--- src/rtl/clk_ctrl_pkg.sv ---
// Shared defaults and interrupt-state encoding for clk_ctrl_gen.
package clk_ctrl_pkg;

    localparam int unsigned CNT_W_DEF    = 32;
    localparam int unsigned FAST_TAP_DEF = 3;
    localparam int unsigned SLOW_TAP_DEF = 24;
    localparam int unsigned INT_W_DEF    = 32;
    localparam int unsigned DB_TAP_DEF   = 16;

    typedef logic [1:0] int_state_t;

    localparam int_state_t IDLE    = 2'd0;
    localparam int_state_t PENDING = 2'd1;
    localparam int_state_t OVERRUN = 2'd2;

endpackage

--- src/rtl/clk_tap_switch.sv ---
// Synchronised two-input clock selector: the active input only changes while
// both the output and the newly requested input are low, so no runt pulse appears.
module clk_tap_switch (
    input  logic clk,
    input  logic rst,
    input  logic sel_async,
    input  logic tap0,
    input  logic tap1,
    output logic clk_next,
    output logic clk_out,
    output logic tick
);

    logic [1:0] sel_sync;
    logic       sel_s;
    logic       sel_q;
    logic       sel_d;

    always_ff @(posedge clk or posedge rst) begin
        if (rst) sel_sync <= '0;
        else     sel_sync <= {sel_sync[0], sel_async};
    end

    assign sel_s = sel_sync[1];

    // Switching in the same cycle means the register loads the new (low) tap,
    // so an old tap that is just rising never reaches clk_out.
    always_comb begin
        sel_d = sel_q;
        if ((sel_s != sel_q) && !clk_out && !(sel_s ? tap1 : tap0))
            sel_d = sel_s;
    end

    assign clk_next = sel_d ? tap1 : tap0;

    always_ff @(posedge clk or posedge rst) begin
        if (rst) begin
            sel_q   <= 1'b0;
            clk_out <= 1'b0;
            tick    <= 1'b0;
        end else begin
            sel_q   <= sel_d;
            clk_out <= clk_next;
            tick    <= clk_next & ~clk_out;
        end
    end

endmodule

--- src/rtl/clk_ctrl_gen.sv ---
// CPU clock and periodic interrupt generator. Define CLKGEN_STEP_EN to add
// the debounced single-step clock source.
module clk_ctrl_gen
    import clk_ctrl_pkg::*;
#(
    parameter int unsigned CNT_W    = CNT_W_DEF,
    parameter int unsigned FAST_TAP = FAST_TAP_DEF,
    parameter int unsigned SLOW_TAP = SLOW_TAP_DEF,
    parameter int unsigned INT_W    = INT_W_DEF,
    parameter int unsigned DB_TAP   = DB_TAP_DEF
) (
    input  logic             clk,
    input  logic             rst,
    input  logic             speed_sel,
    input  logic             int_en,
    input  logic [INT_W-1:0] int_period,
    input  logic             int_ack,
    input  logic             step_mode,
    input  logic             step_btn,
    output logic [CNT_W-1:0] clkdiv,
    output logic             clk_cpu,
    output logic             cpu_tick,
    output logic             int_req,
    output logic             int_ovf
);

    logic [INT_W-1:0] tcnt;
    logic             run;
    logic             expire;
    int_state_t       state;
    int_state_t       state_d;

    always_ff @(posedge clk or posedge rst) begin
        if (rst) clkdiv <= '0;
        else     clkdiv <= clkdiv + CNT_W'(1);
    end

`ifdef CLKGEN_STEP_EN
    logic [1:0] btn_sync;
    logic       db_prev;
    logic       btn_db;
    logic       speed_next;
    logic       unused_speed_clk;
    logic       unused_speed_tick;
    logic       unused_step_next;

    always_ff @(posedge clk or posedge rst) begin
        if (rst) begin
            btn_sync <= '0;
            db_prev  <= 1'b0;
            btn_db   <= 1'b0;
        end else begin
            btn_sync <= {btn_sync[0], step_btn};
            db_prev  <= clkdiv[DB_TAP];
            if (clkdiv[DB_TAP] && !db_prev)
                btn_db <= btn_sync[1];
        end
    end

    // The speed selector feeds its pre-register value forward so the step
    // selector adds no extra latency to the normal clock path.
    clk_tap_switch u_speed (
        .clk       (clk),
        .rst       (rst),
        .sel_async (speed_sel),
        .tap0      (clkdiv[FAST_TAP]),
        .tap1      (clkdiv[SLOW_TAP]),
        .clk_next  (speed_next),
        .clk_out   (unused_speed_clk),
        .tick      (unused_speed_tick)
    );

    clk_tap_switch u_step (
        .clk       (clk),
        .rst       (rst),
        .sel_async (step_mode),
        .tap0      (speed_next),
        .tap1      (btn_db),
        .clk_next  (unused_step_next),
        .clk_out   (clk_cpu),
        .tick      (cpu_tick)
    );
`else
    logic unused_clk_next;
    logic unused_step;

    assign unused_step = ^{step_mode, step_btn, (DB_TAP > 0)};

    clk_tap_switch u_speed (
        .clk       (clk),
        .rst       (rst),
        .sel_async (speed_sel),
        .tap0      (clkdiv[FAST_TAP]),
        .tap1      (clkdiv[SLOW_TAP]),
        .clk_next  (unused_clk_next),
        .clk_out   (clk_cpu),
        .tick      (cpu_tick)
    );
`endif

    assign run    = int_en && (int_period != '0);
    assign expire = run && (tcnt == int_period - INT_W'(1));

    always_ff @(posedge clk or posedge rst) begin
        if (rst)                  tcnt <= '0;
        else if (!run || expire)  tcnt <= '0;
        else                      tcnt <= tcnt + INT_W'(1);
    end

    always_comb begin
        state_d = state;
        case (state)
            IDLE:    if (expire) state_d = PENDING;
            PENDING: begin
                if (expire && !int_ack) state_d = OVERRUN;
                else if (!expire && int_ack) state_d = IDLE;
            end
            OVERRUN: if (int_ack) state_d = expire ? PENDING : IDLE;
            default: state_d = IDLE;
        endcase
    end

    always_ff @(posedge clk or posedge rst) begin
        if (rst) begin
            state   <= IDLE;
            int_req <= 1'b0;
            int_ovf <= 1'b0;
        end else begin
            state   <= state_d;
            int_req <= (state_d != IDLE);
            int_ovf <= (state_d == OVERRUN);
        end
    end

endmodule

--- config.mk ---
export PLATFORM = sky130hd
export DESIGN_NAME = clk_ctrl_gen
export DESIGN_NICKNAME = d
export VERILOG_FILES = /design/src/rtl/clk_ctrl_pkg.sv /design/src/rtl/clk_tap_switch.sv /design/src/rtl/clk_ctrl_gen.sv
export SDC_FILE = /design/constraint.sdc
export NUM_CORES = 1
export LEC_CHECK = 0
export CAP_MARGIN = 20
export CORE_MARGIN = 1.5
export CORE_UTILIZATION = 35
export CTS_BUF_LIST = sky130_fd_sc_hd__clkbuf_4
export DETAILED_ROUTE_END_ITERATION = 8
export PLACE_DENSITY = 0.66
export SLEW_MARGIN = 40
export SYNTH_ARGS = -nofsm -noshare
export SYNTH_HDL_FRONTEND = slang
export SYNTH_HIERARCHICAL = 1
export SYNTH_SLANG_ARGS = --single-unit
--- constraint.sdc ---
create_clock -name clk -period 3.6 [get_ports clk]
set_input_delay 0.9 -clock clk [delete_from_list [all_inputs] [get_ports clk]]
set_output_delay 0.9 -clock clk [all_outputs]
set_load 0.02 [all_outputs]
==> results.md, run 1 <==
* Largest cells by area after synthesis: dfrtp_1, xnor2_1, xor2_1, nor2_1, nand3_1
* WP data arrival at 3.82 ns
* Post-synthesis sequential area ratio at 41.2%
* Status: finished, final reports clean
* Hold Crit Class: flip-flop to flip-flop
* Synthesis-stage register bit count at 73
* Distinct cells, synth at 61
* Initial DRC Count at 233
* Final GP Congestion at 0.880
* Final Worst Setup Slack at 0.0885 ns
* Die area at 0.0133 mm^2
* Die width at 115 um
* Clock sinks at 73
* Hold_buf cts at 0
* Antenna Nets Post-Route at 0
* Synth Flop Type: dfrtp_1
* Final setup vio count at 0
* Storage cell area at 0.00183 mm^2
* Fmax at 285 MHz
* CTS tree: done
* WL per Instance at 14.9 um
* First-pass GRT wire length at 19.0 mm
* Hold_ws at 0.359 ns
* Skew-Pair Late Insertion Delay at 0.40 ns
* FP Rows at 40
* Vias in the first global route at 4060
* Slew Viols, Final at 0
* Fin nets at 649
* Total CTS buffers at 9
* Die Height at 115 um
* H-tree levels at 3
* Tot GR Track Use at 17.9%
* # fillers at 1097
* Critical Path, Cell by Cell: clkdlybuf4s50_1, or4_4, nor4_4, nand4_1, xor2_1, a211o_1, a2111o_1, buf_6, o31ai_4, clkbuf_16, nor2_1
* Final Skew at 0.0102 ns
* Crit path kind: input port to flip-flop
* Post-synth EDFFs at 0
* Synth top cells by count: dfrtp_1, nor2_1, xnor2_1, xor2_1, nand3_1
* Pwr/cell area at 237 mW/mm^2
* Area leader, netlist: dfrtp_1
* Final Cycle Share at 97.5%
* Routed WL at 11.6 mm
* Setup TNS at 0 ns
* Leakage power at 2.63 nW
* Clock transition at the registers of the reported paths at 0.11 ns
* Antenna fix cells at 0
* Max-cap violations at 0
* Slowest stage delay, CP at 0.46 ns
* Post-Place Worst Slack at -0.639 ns
* Synthesized area per cell at 9.46 um^2
* CTS root buffer: clkbuf_4
* Worst path slowest cell: clkdlybuf4s50_1
* Critical Path Start Type: input port
* Router iterations before antenna repair at 7
* Clock buffer depth at 2
* Relative slew slack at 55.4%
* Crit Path Max Fanout at 8
* # IOs at 75
* Synthesis-to-finish area growth at 38.6%
* Total gr overflow at 0
* Pin count of the biggest net entering global routing at 40
* Count leader, synth: dfrtp_1
* Port Buffers at 72
* Post-DP HPWL at 8.47 mm
* Area of the multi-input gates at 0.00268 mm^2
* Crit path time final at 3.51 ns
* Worst Max-Slew Pin Slew at 0.668 ns
* Yosys top cell area share at 41.2%
* Starting density of the core at 36.4%
* VDD IR max at 142 uV
* Initial antenna violation count at 0
* Syn nets at 511
* Syn. warnings at 6
* Synth async-reset ratio at 100%
* Vias/cell at 5.15
* Routed vias at 3995
* WP data required at 3.91 ns
* Core area at 0.0122 mm^2
* Final hold viol count at 0
* Critical Path End Type: flip-flop
* Number of remaining DRC errors at 0
* Synthesized netlist cell count at 468
* Mapped cell area at 0.00443 mm^2
* Fraction of layout cells with a size suffix above 1 at 19.1%
[worst paths after layout]
path	startpoint	end	slack, ns	cells after the start
worst min register to register	u_speed/sel_sync[0]	u_speed/sel_sync[1]	0.36	0
worst max-delay path	int_period[16]	tcnt[6]	0.09	11
max in group asynchronous	rst	tcnt[17]	1.99	3
worst min-delay path	u_speed/sel_sync[0]	u_speed/sel_sync[1]	0.36	0
min in group asynchronous	rst	u_speed/tick	0.76	2
worst max register to register	tcnt[12]	tcnt[6]	0.67	10
[sequential cells by signal, summed over array words and instances, names as in the netlist, 2 cells and up]
name	count
tcnt	32
u_speed/sel_sync	2
clkdiv	32
state	2
[layout make-up]
type                    instances  share of cell area, %
clock buffers                  11                   1.35
clock inverters                 2                  0.143
inverters                       9                  0.550
multi-input cells             376                   43.6
flip-flops and latches         73                   29.8
well taps                     168                   3.42
repair buffers                137                   21.2
[routing by layer]
layer  global-route usage (%)  routed length [um]  share of wire (%)  up-vias
met5                        0                   0                  0        -
met4                     6.83                 185                1.6        0
met3                     3.87                 632                5.4       18
met2                     28.9                5360                 46      111
met1                     23.6                5420                 47     1946
li1                         -                   -                  -     1920
[cells by family (layout without fill, tap and decap cells)]
logic type      after synthesis  in the layout  share of synthesized area, %
compound gates               36             36                          6.16
xor+xnor                    103            103                          20.4
fa+ha+maj                     4              4                          1.13
buf+inv                      19            159                          1.86
flops                        73             73                          41.2
mux                           5              5                          1.16
simple gates                228            228                          28.1
[metrics by stage]
step           cells  instance area [um^2]  util (%)  power [mW]
3_3_place_gp     755                  5770      47.5        1.04
2_1_floorplan    468                  4430         -       0.927
6_report         776                  6140      50.5        1.45
3_5_place_dp     755                  5770      47.5        1.04
4_1_cts          770                  5930      48.8        1.45
5_1_grt          776                  6140      50.5        1.52
[timing repair]
item,in CTS,in global routing
pin swaps,6,14
gates resized for setup,14,38
setup endpoints to repair,36,36
hold endpoints to repair,0,0
setup buffers,2,4
cloned,0,2
[cell usage in the layout (no fill, tap or decap), drive strengths merged, types with 7 or more instances in the layout]
cell           Yosys  final
buf                4     64
xor2              46     46
xnor2             57     57
and3               7      7
dlymetal6s2s       0     14
inv                9      9
nand3             34     34
and4              10     10
nand4             17     17
dfrtp             73     73
nor2b              7      7
clkdlybuf4s50      0     56
nor4              13     13
nor3              15     15
nor2              63     63
clkbuf             6     13
nand2             32     32
[critical path: cells and delay by family]
kind,cells,cell delay (ns)
AOI/OAI and AO/OA,3,1.07
buffers and inverters,3,0.84
and+or+nand+nor,4,0.83
xor gates and xnor gates,1,0.18
[power breakdown]
part / switching (mW) / internal (mW) / total (mW) / leakage, nW
Clock: 0.262 / 0.144 / 0.405 / 0.0561
Sequential: 0.00597 / 0.824 / 0.830 / 0.996
Combinational: 0.107 / 0.110 / 0.218 / 1.58
Power figures use the tool's default switching activity.
==> run 2, diff against run 1 <==
--- a/config.mk
+++ b/config.mk
@@ -11,6 +11,7 @@
 export CTS_BUF_LIST = sky130_fd_sc_hd__clkbuf_4
 export DETAILED_ROUTE_END_ITERATION = 8
 export PLACE_DENSITY = 0.66
+export SKIP_CTS_REPAIR_TIMING = 1
 export SLEW_MARGIN = 40
 export SYNTH_ARGS = -nofsm -noshare
 export SYNTH_HDL_FRONTEND = slang
==> results.md, run 2 (synthesis results as in run 1) <==
* Antenna fix cells at 0 (unchanged)
* WP data required at 3.90 ns (was 3.91 ns)
* Hold Crit Class: flip-flop to flip-flop (unchanged)
* Core area at 0.0122 mm^2 (unchanged)
* Post-DP HPWL at 8.47 mm (unchanged)
* Die area at 0.0133 mm^2 (unchanged)
* Leakage power at 2.57 nW (was 2.63 nW)
* H-tree levels at 3 (unchanged)
* FF-to-FF path depth at 8 (was 10)
* Final hold viol count at 0 (unchanged)
* Number of remaining DRC errors at 0 (unchanged)
* Final setup vio count at 0 (unchanged)
* # IOs at 75 (unchanged)
* Die width at 115 um (unchanged)
* Clock sinks at 73 (unchanged)
* Routed WL at 11.5 mm (was 11.6 mm)
* VDD IR max at 142 uV (about the same)
* WP data arrival at 3.82 ns (about the same)
* CTS root buffer: clkbuf_4 (unchanged)
* Fmax at 285 MHz (about the same)
* Initial DRC Count at 190 (was 233)
* Port Buffers at 72 (unchanged)
* WL per Instance at 14.9 um (about the same)
* Critical Path End Type: flip-flop (unchanged)
* Setup TNS at 0 ns (unchanged)
* Starting density of the core at 36.4% (unchanged)
* Fraction of layout cells with a size suffix above 1 at 17.5% (was 19.1%)
* Crit path time final at 3.51 ns (about the same)
* Most used cell, CP: or4_4
* PnR Total Power at 1.45 mW (about the same)
* # fillers at 1118 (was 1097)
* Critical Path Start Type: input port (unchanged)
* Worst path slowest cell: or4_4 (was clkdlybuf4s50_1)
* Crit Path Max Fanout at 4 (was 8)
* Commonest cells after routing, fill and taps aside: dfrtp_1, nor2_1, clkdlybuf4s50_1, xnor2_1, buf_4 (was dfrtp_1, nor2_1, xnor2_1, buf_4, clkdlybuf4s50_1)
* Relative slew slack at 55.5% (was 55.4%)
* Hold_ws at 0.358 ns (was 0.359 ns)
* Synthesis-to-finish area growth at 36.3% (was 38.6%)
* Clock transition at the registers of the reported paths at 0.10 ns (was 0.11 ns)
* Final Cycle Share at 97.6% (was 97.5%)
* Cell count of the worst hold path at 0 (unchanged)
* Total gr overflow at 0 (unchanged)
* Slowest stage delay, CP at 0.56 ns (was 0.46 ns)
* First-pass GRT wire length at 18.9 mm (was 19.0 mm)
* Tot GR Track Use at 17.8% (was 17.9%)
* Total CTS buffers at 9 (unchanged)
* CTS tree: done (unchanged)
* Commonest non-fill, non-tap cell in the layout: dfrtp_1 (unchanged)
* Router iterations before antenna repair at 4 (was 7)
* Max-cap violations at 0 (unchanged)
* Vias/cell at 5.17 (was 5.15)
* Slew Viols, Final at 0 (unchanged)
* Status: finished, final reports clean (unchanged)
* Crit path kind: input port to flip-flop (unchanged)
* Initial antenna violation count at 0 (unchanged)
* Final GP Congestion at 0.880 (unchanged)
* Final Skew at 0.00992 ns (was 0.0102 ns)
* Fin nets at 642 (was 649)
* Die Height at 115 um (unchanged)
* Routed vias at 3978 (was 3995)
* Skew-Pair Late Insertion Delay at 0.41 ns (was 0.40 ns)
* FP Rows at 40 (unchanged)
* Biggest regs: clkdiv: 32 flops, tcnt: 32 flops (unchanged)
* Worst Max-Slew Pin Slew at 0.667 ns (was 0.668 ns)
* Clock buffer depth at 2 (unchanged)
* Critical Path, Cell by Cell: clkdlybuf4s50_1, or4_4, nor4_4, nand4_1, xor2_1, a211o_1, a2111o_1, or4_4, mux2i_1 (was clkdlybuf4s50_1, or4_4, nor4_4, nand4_1, xor2_1, a211o_1, a2111o_1, buf_6, o31ai_4, clkbuf_16, nor2_1)
* Antenna Nets Post-Route at 0 (unchanged)
* Pin count of the biggest net entering global routing at 40 (unchanged)
* Pwr/cell area at 239 mW/mm^2 (was 237 mW/mm^2)
* Vias in the first global route at 4020 (was 4060)
-- run 2: path summary, 6_finish.rpt --
path / start / slack, ns / to
min: u_speed/sel_sync[0] / 0.36 / u_speed/sel_sync[1]
min reg2reg: u_speed/sel_sync[0] / 0.36 / u_speed/sel_sync[1]
max reg2reg: tcnt[12] / 0.65 / state[0]
min in group asynchronous: rst / 0.76 / u_speed/tick
max: int_period[13] / 0.09 / state[0]
max in group asynchronous: rst / 1.99 / tcnt[17]
-- run 2: through the flow --
step | instances | cell area, um^2 | util [%] | setup slack, ns
CTS | 768 | 5860 | 48.2 | -0.187
finish | 769 | 6040 | 49.7 | 0.0868
global route | 769 | 6040 | 49.7 | -0.0120
global placement | 755 | 5770 | 47.5 | -0.611
floorplan | 468 | 4430 | - | 0.127
detailed placement | 755 | 5770 | 47.5 | -0.639
-- run 2: power breakdown --
part           switching (mW)  leakage (nW)  internal (mW)  total (mW)
clock                   0.262        0.0561          0.144       0.406
sequential            0.00599         0.996          0.824       0.830
combinational           0.104          1.52          0.105       0.209
total                   0.373          2.57           1.07        1.44
-- run 2: layer usage --
layer	vias up	GRT usage [%]	part of all wire (%)
li1	1908	-	-
met5	-	0	0
met4	0	6.83	1.9
met2	116	28.3	46
met3	20	3.92	5.3
met1	1934	23.8	47
-- run 2: worst max-delay path: cells and delay by family --
family / cells / cell delay, ns
AOI/OAI and AO/OA: 2 / 0.72
xor gates and xnor gates: 1 / 0.17
muxes: 1 / 0.14
and+or+nand+nor: 4 / 1.44
buffers and inverters: 1 / 0.45
-- run 2: final cells by class --
type	instances	area [um^2]	area share (%)
multi-input cells	376	2650	43.9
clock inverters	2	8.76	0.145
inverters	9	33.8	0.559
well taps	168	210	3.48
flip-flops and latches	73	1830	30.3
clock buffers	11	82.6	1.37
repair buffers	130	1230	20.3
